**config.mk**
```make
export PLATFORM = sky130hd
export DESIGN_NAME = mc_ctrl_fsm
export DESIGN_NICKNAME = d
export VERILOG_FILES = /design/src/rtl/mc_ctrl_fsm.sv
export SDC_FILE = /design/constraint.sdc
export NUM_CORES = 1
export LEC_CHECK = 0
export ABC_CLOCK_PERIOD_IN_PS = 4800
export CAP_MARGIN = 0
export CORE_ASPECT_RATIO = 1.1
export CORE_MARGIN = 3
export CORE_UTILIZATION = 30
export CTS_BUF_LIST = sky130_fd_sc_hd__clkbuf_8
export CTS_CLUSTER_DIAMETER = 60
export DETAILED_ROUTE_END_ITERATION = 16
export PLACE_DENSITY_LB_ADDON = 0.15
export SLEW_MARGIN = 15
export SYNTH_ARGS = -nofsm -noshare
export SYNTH_HDL_FRONTEND = slang
export SYNTH_SLANG_ARGS = --single-unit
export TNS_END_PERCENT = 50
```
**constraint.sdc**
```tcl
create_clock -name clk -period 4.8 [get_ports clk]
set_input_delay 0.96 -clock clk [delete_from_list [all_inputs] [get_ports clk]]
set_output_delay 0.96 -clock clk [all_outputs]
set_load 0.005 [all_outputs]
```
**src/rtl/mc_ctrl_fsm.sv**
```systemverilog
// Multi-cycle RV32I sequencer: steps FETCH/DECODE/EXEC/MEM/WB over a shared memory port.
// Stalls in FETCH/MEM until mem_ready; halts on illegal opcode or memory timeout until reset.
module mc_ctrl_fsm #(
  parameter int MEM_TIMEOUT = 16,
  parameter int INSTRET_W   = 32
) (
  input  logic                 clk,
  input  logic                 rst,
  input  logic [6:0]           opcode,
  input  logic                 branch_taken,
  input  logic                 mem_ready,
  output logic                 mem_req,
  output logic                 mem_we,
  output logic                 iord,
  output logic                 ir_write,
  output logic                 pc_write,
  output logic [1:0]           pc_src,
  output logic                 regwrite,
  output logic [1:0]           wb_sel,
  output logic                 alusrc1,
  output logic                 alusrc2,
  output logic [2:0]           aluop,
  output logic                 illegal,
  output logic                 timeout,
  output logic [2:0]           state,
  output logic [INSTRET_W-1:0] instret
);

  localparam logic [2:0] S_FETCH  = 3'd0;
  localparam logic [2:0] S_DECODE = 3'd1;
  localparam logic [2:0] S_EXEC   = 3'd2;
  localparam logic [2:0] S_MEM    = 3'd3;
  localparam logic [2:0] S_WB     = 3'd4;
  localparam logic [2:0] S_HALT   = 3'd5;

  localparam logic [6:0] OP_R     = 7'b0110011;
  localparam logic [6:0] OP_IMM   = 7'b0010011;
  localparam logic [6:0] OP_LOAD  = 7'b0000011;
  localparam logic [6:0] OP_STORE = 7'b0100011;
  localparam logic [6:0] OP_BR    = 7'b1100011;
  localparam logic [6:0] OP_JAL   = 7'b1101111;
  localparam logic [6:0] OP_JALR  = 7'b1100111;
  localparam logic [6:0] OP_LUI   = 7'b0110111;
  localparam logic [6:0] OP_AUIPC = 7'b0010111;

  localparam logic [2:0] ALU_NOP    = 3'd0;
  localparam logic [2:0] ALU_R_TYPE = 3'd1;
  localparam logic [2:0] ALU_I_TYPE = 3'd2;
  localparam logic [2:0] ALU_LOAD   = 3'd3;
  localparam logic [2:0] ALU_STORE  = 3'd4;
  localparam logic [2:0] ALU_BRANCH = 3'd5;
  localparam logic [2:0] ALU_JUMP   = 3'd6;
  localparam logic [2:0] ALU_U_TYPE = 3'd7;

  localparam int TW = (MEM_TIMEOUT > 1) ? $clog2(MEM_TIMEOUT) : 1;

  logic [2:0]    next_state;
  logic [6:0]    op_q;
  logic [TW-1:0] tcnt;
  logic          tmo_hit;
  logic          retire;
  logic          is_load, is_store, is_branch, is_jal, is_jalr, is_lui, is_auipc;
  logic [2:0]    alu_class;

  function automatic logic op_ok(input logic [6:0] op);
    case (op)
      OP_R, OP_IMM, OP_LOAD, OP_STORE, OP_BR,
      OP_JAL, OP_JALR, OP_LUI, OP_AUIPC: op_ok = 1'b1;
      default:                           op_ok = 1'b0;
    endcase
  endfunction

  assign is_load   = (op_q == OP_LOAD);
  assign is_store  = (op_q == OP_STORE);
  assign is_branch = (op_q == OP_BR);
  assign is_jal    = (op_q == OP_JAL);
  assign is_jalr   = (op_q == OP_JALR);
  assign is_lui    = (op_q == OP_LUI);
  assign is_auipc  = (op_q == OP_AUIPC);

  always_comb begin
    alu_class = ALU_NOP;
    case (op_q)
      OP_R:              alu_class = ALU_R_TYPE;
      OP_IMM:            alu_class = ALU_I_TYPE;
      OP_LOAD:           alu_class = ALU_LOAD;
      OP_STORE:          alu_class = ALU_STORE;
      OP_BR:             alu_class = ALU_BRANCH;
      OP_JAL, OP_JALR:   alu_class = ALU_JUMP;
      OP_LUI, OP_AUIPC:  alu_class = ALU_U_TYPE;
      default:           alu_class = ALU_NOP;
    endcase
  end

  // Counter reaches MEM_TIMEOUT-1 on the MEM_TIMEOUT-th unanswered request cycle.
  assign tmo_hit = (MEM_TIMEOUT != 0) && (tcnt == TW'(MEM_TIMEOUT - 1));

  always_ff @(posedge clk) begin
    if (rst) begin
      state <= S_FETCH;
    end else begin
      state <= next_state;
    end
  end

  always_comb begin
    next_state = state;
    case (state)
      S_FETCH: begin
        if (mem_ready)    next_state = S_DECODE;
        else if (tmo_hit) next_state = S_HALT;
      end
      S_DECODE: next_state = op_ok(opcode) ? S_EXEC : S_HALT;
      S_EXEC: begin
        if (is_load || is_store) next_state = S_MEM;
        else if (is_branch)      next_state = S_FETCH;
        else                     next_state = S_WB;
      end
      S_MEM: begin
        if (mem_ready)    next_state = is_load ? S_WB : S_FETCH;
        else if (tmo_hit) next_state = S_HALT;
      end
      S_WB:    next_state = S_FETCH;
      S_HALT:  next_state = S_HALT;
      default: next_state = S_HALT;
    endcase
  end

  always_comb begin
    mem_req  = 1'b0;
    mem_we   = 1'b0;
    iord     = 1'b0;
    ir_write = 1'b0;
    pc_write = 1'b0;
    pc_src   = 2'b00;
    regwrite = 1'b0;
    wb_sel   = 2'b00;
    alusrc1  = 1'b0;
    alusrc2  = 1'b0;
    aluop    = ALU_NOP;
    retire   = 1'b0;
    if (!rst) begin
      if (state == S_EXEC || state == S_MEM || state == S_WB) begin
        aluop   = alu_class;
        alusrc1 = is_jal || is_auipc;
        alusrc2 = (op_q == OP_IMM) || is_load || is_store || is_lui || is_auipc || is_jalr;
      end
      case (state)
        S_FETCH: begin
          mem_req  = 1'b1;
          ir_write = mem_ready;
        end
        S_EXEC: begin
          if (is_branch) begin
            pc_write = 1'b1;
            pc_src   = branch_taken ? 2'b01 : 2'b00;
            retire   = 1'b1;
          end
        end
        S_MEM: begin
          mem_req = 1'b1;
          iord    = 1'b1;
          mem_we  = is_store;
          if (is_store && mem_ready) begin
            pc_write = 1'b1;
            retire   = 1'b1;
          end
        end
        S_WB: begin
          regwrite = 1'b1;
          pc_write = 1'b1;
          retire   = 1'b1;
          if (is_load)               wb_sel = 2'b01;
          else if (is_jal || is_jalr) wb_sel = 2'b10;
          else if (is_lui)           wb_sel = 2'b11;
          if (is_jal)       pc_src = 2'b01;
          else if (is_jalr) pc_src = 2'b10;
        end
        default: ;
      endcase
    end
  end

  always_ff @(posedge clk) begin
    if (rst) begin
      op_q    <= '0;
      tcnt    <= '0;
      instret <= '0;
      illegal <= 1'b0;
      timeout <= 1'b0;
    end else begin
      if (state == S_DECODE) begin
        op_q <= opcode;
        if (!op_ok(opcode)) illegal <= 1'b1;
      end
      if ((state == S_FETCH || state == S_MEM) && !mem_ready && tmo_hit)
        timeout <= 1'b1;
      if (next_state != state || mem_ready)
        tcnt <= '0;
      else if (state == S_FETCH || state == S_MEM)
        tcnt <= tcnt + 1'b1;
      if (retire)
        instret <= instret + 1'b1;
    end
  end

endmodule

```
==> results.yml <==
route:
  vias_per_cell: 5.43
  initialDrtViolationCount: 141
  wire_per_inst_um: 15.1
  first_pass_iters: 4
  ant_nets: 0
  routed_wl_mm: 7.70
  wl_met1_mm: 3.90
  top_layer: "met4"
  vias: 2756
  met2_length_mm: 3.47
  wl_met3_um: 276
  drc: 0
pwr:
  power.density_nw_per_um2: 225
  leakagePower_nw: 1.07
  peakVddDrop_mv: 0.136
clocking:
  h-tree-depth: 2
  cts_hold_buf: 0
  cts_buffers: 5
  worst_skew_pair.late_latency_ps: 300
  clk_pin_slew_worst_paths_ps: 90
  clock_sinks: 48
  cts_resized: 0
  cts_tree: "yes"
  cts_root_buf: "clkbuf_8"
  post_cts_buffers: 0
  clockBufferDepth: 2
setup_path:
  cpMaxStageDelayCell: "clkdlybuf4s50_1"
  r2r_cells: 6
  worst_path_most_repeated_cell: "clkdlybuf4s50_1"
  cp_max_fo: 9
  critical_path.cell_chain: "clkdlybuf4s50_1 > and3b_1 > o2111a_1 > o21ai_2 > inv_2 > clkdlybuf4s50_1"
  worst_r2r_endpoint: "instret[11]"
  critPathRequiredTime_ps: 3840
  cp-start-kind: "input port"
  r2r_slack_ps: 2360
  crit_path_max_incr_delay_ps: 620
  end_kind: "output port"
  r2r-start: "op_q[5]"
  worstPathArrival_ps: 2860
  worstSetupPathType: "input port to output port"
floorplanning:
  die_area_um2: 10200
  initial_utilization_pct: 31.6
  core_um2: 8580
  ios: 63
  rows: 35
  die_h_um: 106
  die_x_um: 96.6
sta:
  slew_headroom_pct: 48.3
  rsz0062_at_grt: "no"
  post-route-period-util_pct: 79.6
  clock_skew_ps: 11.1
  hold_violations: 0
  setup_viol_count_final: 0
  period_needed_ps: 3820
  setup_tns_ps: 0
  max_freq_mhz: 262
  worstMarginPinSlew_ps: 772
  hold_ws_ps: 487
  slew_violations: 0
min_path:
  min_path_type: "flop to flop"
  hold-path-endpoint: "timeout"
  min_path_cells: 2
  hp-start: "timeout"
global_routing:
  gr-total-overflow: 0
  grt_max_degree: 37
  grt_pass1_wl_mm: 12.6
  grtUsageTotal_pct: 14.7
  antenna_found_initial: 0
  grt_pass1_vias: 2476
logic_synthesis:
  syn-mean-instance-area_um2: 7.88
  syn_area_um2: 2710
  synth-seq-cells: 48
  synth_cells: 344
  synthFlopType: "dfxtp_1"
  ys_types: 57
  ys.warnings.count: 0
  synth_nets: 357
  async_reset_ff_share_pct: 0
  synth_enable_flop_cells: 0
  ys_seq_area_share_pct: 35.4
placed_design:
  io_buffers: 62
  globalplace.congestion: 0.808
  hpwl_mm: 5.52
layout:
  final_cell_mix: "61 x clkdlybuf4s50_1, 48 x dfxtp_1, 36 x nor2_1"
  drive_gt1_share_pct: 5.04
  fin_util_pct: 40.6
  final_common_cell: "clkdlybuf4s50_1"
  fin_nets: 409
  area_delta_synth_final_pct: 28.5
  antenna_cells: 0
job:
  maxCapViolations: 0
outcome:
  status: "completed"
[metrics by stage]
stage	area [um^2]	worst slack, ps	power (mW)	cells
after floorplan	2710	2000	0.500	344
after global placement	3390	989	0.535	500
after detailed placement	3390	968	0.535	500
after CTS	3480	968	0.791	508
after global routing	3480	873	0.821	508
final	3480	977	0.783	508
[area by class of cell]
class	count	area [um^2]
tap	111	139
multi-input combinational	264	1610
clock inverter	3	23.8
fill	927	5100
timing repair buffer	65	638
clock buffer	5	68.8
inverter	12	45.0
sequential	48	961
[critical path, delay by kind of cell]
| kind | cells | cell delay [ps] |
|---|---|---|
| and+or+nand+nor | 1 | 230 |
| AOI/OAI and AO/OA | 2 | 350 |
| buffers and inverters | 3 | 1320 |
[cell usage after synthesis, types with 3 or more instances]
library cell / count / area share (%)
a21oi_1: 35 / 6.5
nor3b_1: 3 / 0.83
or4_1: 12 / 3.3
xor2_1: 3 / 0.97
xnor2_1: 4 / 1.3
nand3_1: 17 / 3.1
o31ai_1: 15 / 4.2
buf_2: 3 / 0.55
o21ai_0: 16 / 3.0
dfxtp_1: 48 / 35
nand2_1: 26 / 3.6
nor2b_1: 8 / 1.8
inv_1: 11 / 1.5
nor2_1: 36 / 5.0
nor4_1: 4 / 0.92
nand2b_1: 4 / 0.92
and2_1: 3 / 0.69
nand4_1: 11 / 2.5
a211oi_1: 4 / 1.1
a31oi_1: 3 / 0.69
clkbuf_1: 13 / 1.8
nor3_1: 5 / 0.92
or3_1: 9 / 2.1
mux2i_1: 9 / 3.3
and3_1: 3 / 0.69
[cell families (layout without fill, tap and decap cells)]
kind of cell	Yosys count	count (layout)	share of synthesized area (%)
flops	48	48	35.4
simple gates	153	153	30.6
buf+inv	32	85	5.26
compound gates	93	93	22.2
fa+ha+maj	2	2	0.923
mux	9	9	3.32
xor+xnor	7	7	2.26
[sequential cells by signal, summed over array words and instances (netlist names)]
signal and cells:
op_q 7, instret 32, tcnt 4, illegal 1, timeout 1, state 3
[per-layer routing]
metal,global-route usage (%),vias up
met2,22.7,52
met4,3.61,0
met1,20.9,1317
met3,2.65,4
met5,0,-
li1,-,1383
[report_power, final]
part / switching, mW / internal (mW) / leakage [nW]
registers: 0.0181 / 0.407 / 0.388
logic: 0.0536 / 0.0481 / 0.642
clock network: 0.152 / 0.104 / 0.0404
total: 0.224 / 0.559 / 1.07
[how the worst max path moves through the flow]
| stage | from | endpoint | slack [ps] | cells after the start |
|---|---|---|---|---|
| 6_report | mem_ready | pc_write | 980 | 6 |
| 5_1_grt | mem_ready | pc_write | 870 | 6 |
| 2_1_floorplan | rst | wb_sel[0] | 2000 | 5 |
| 3_3_place_gp | mem_ready | pc_write | 990 | 6 |
| 4_1_cts | mem_ready | pc_write | 970 | 6 |
| 3_5_place_dp | mem_ready | pc_write | 970 | 6 |
(Power assumes the default switching activity.)
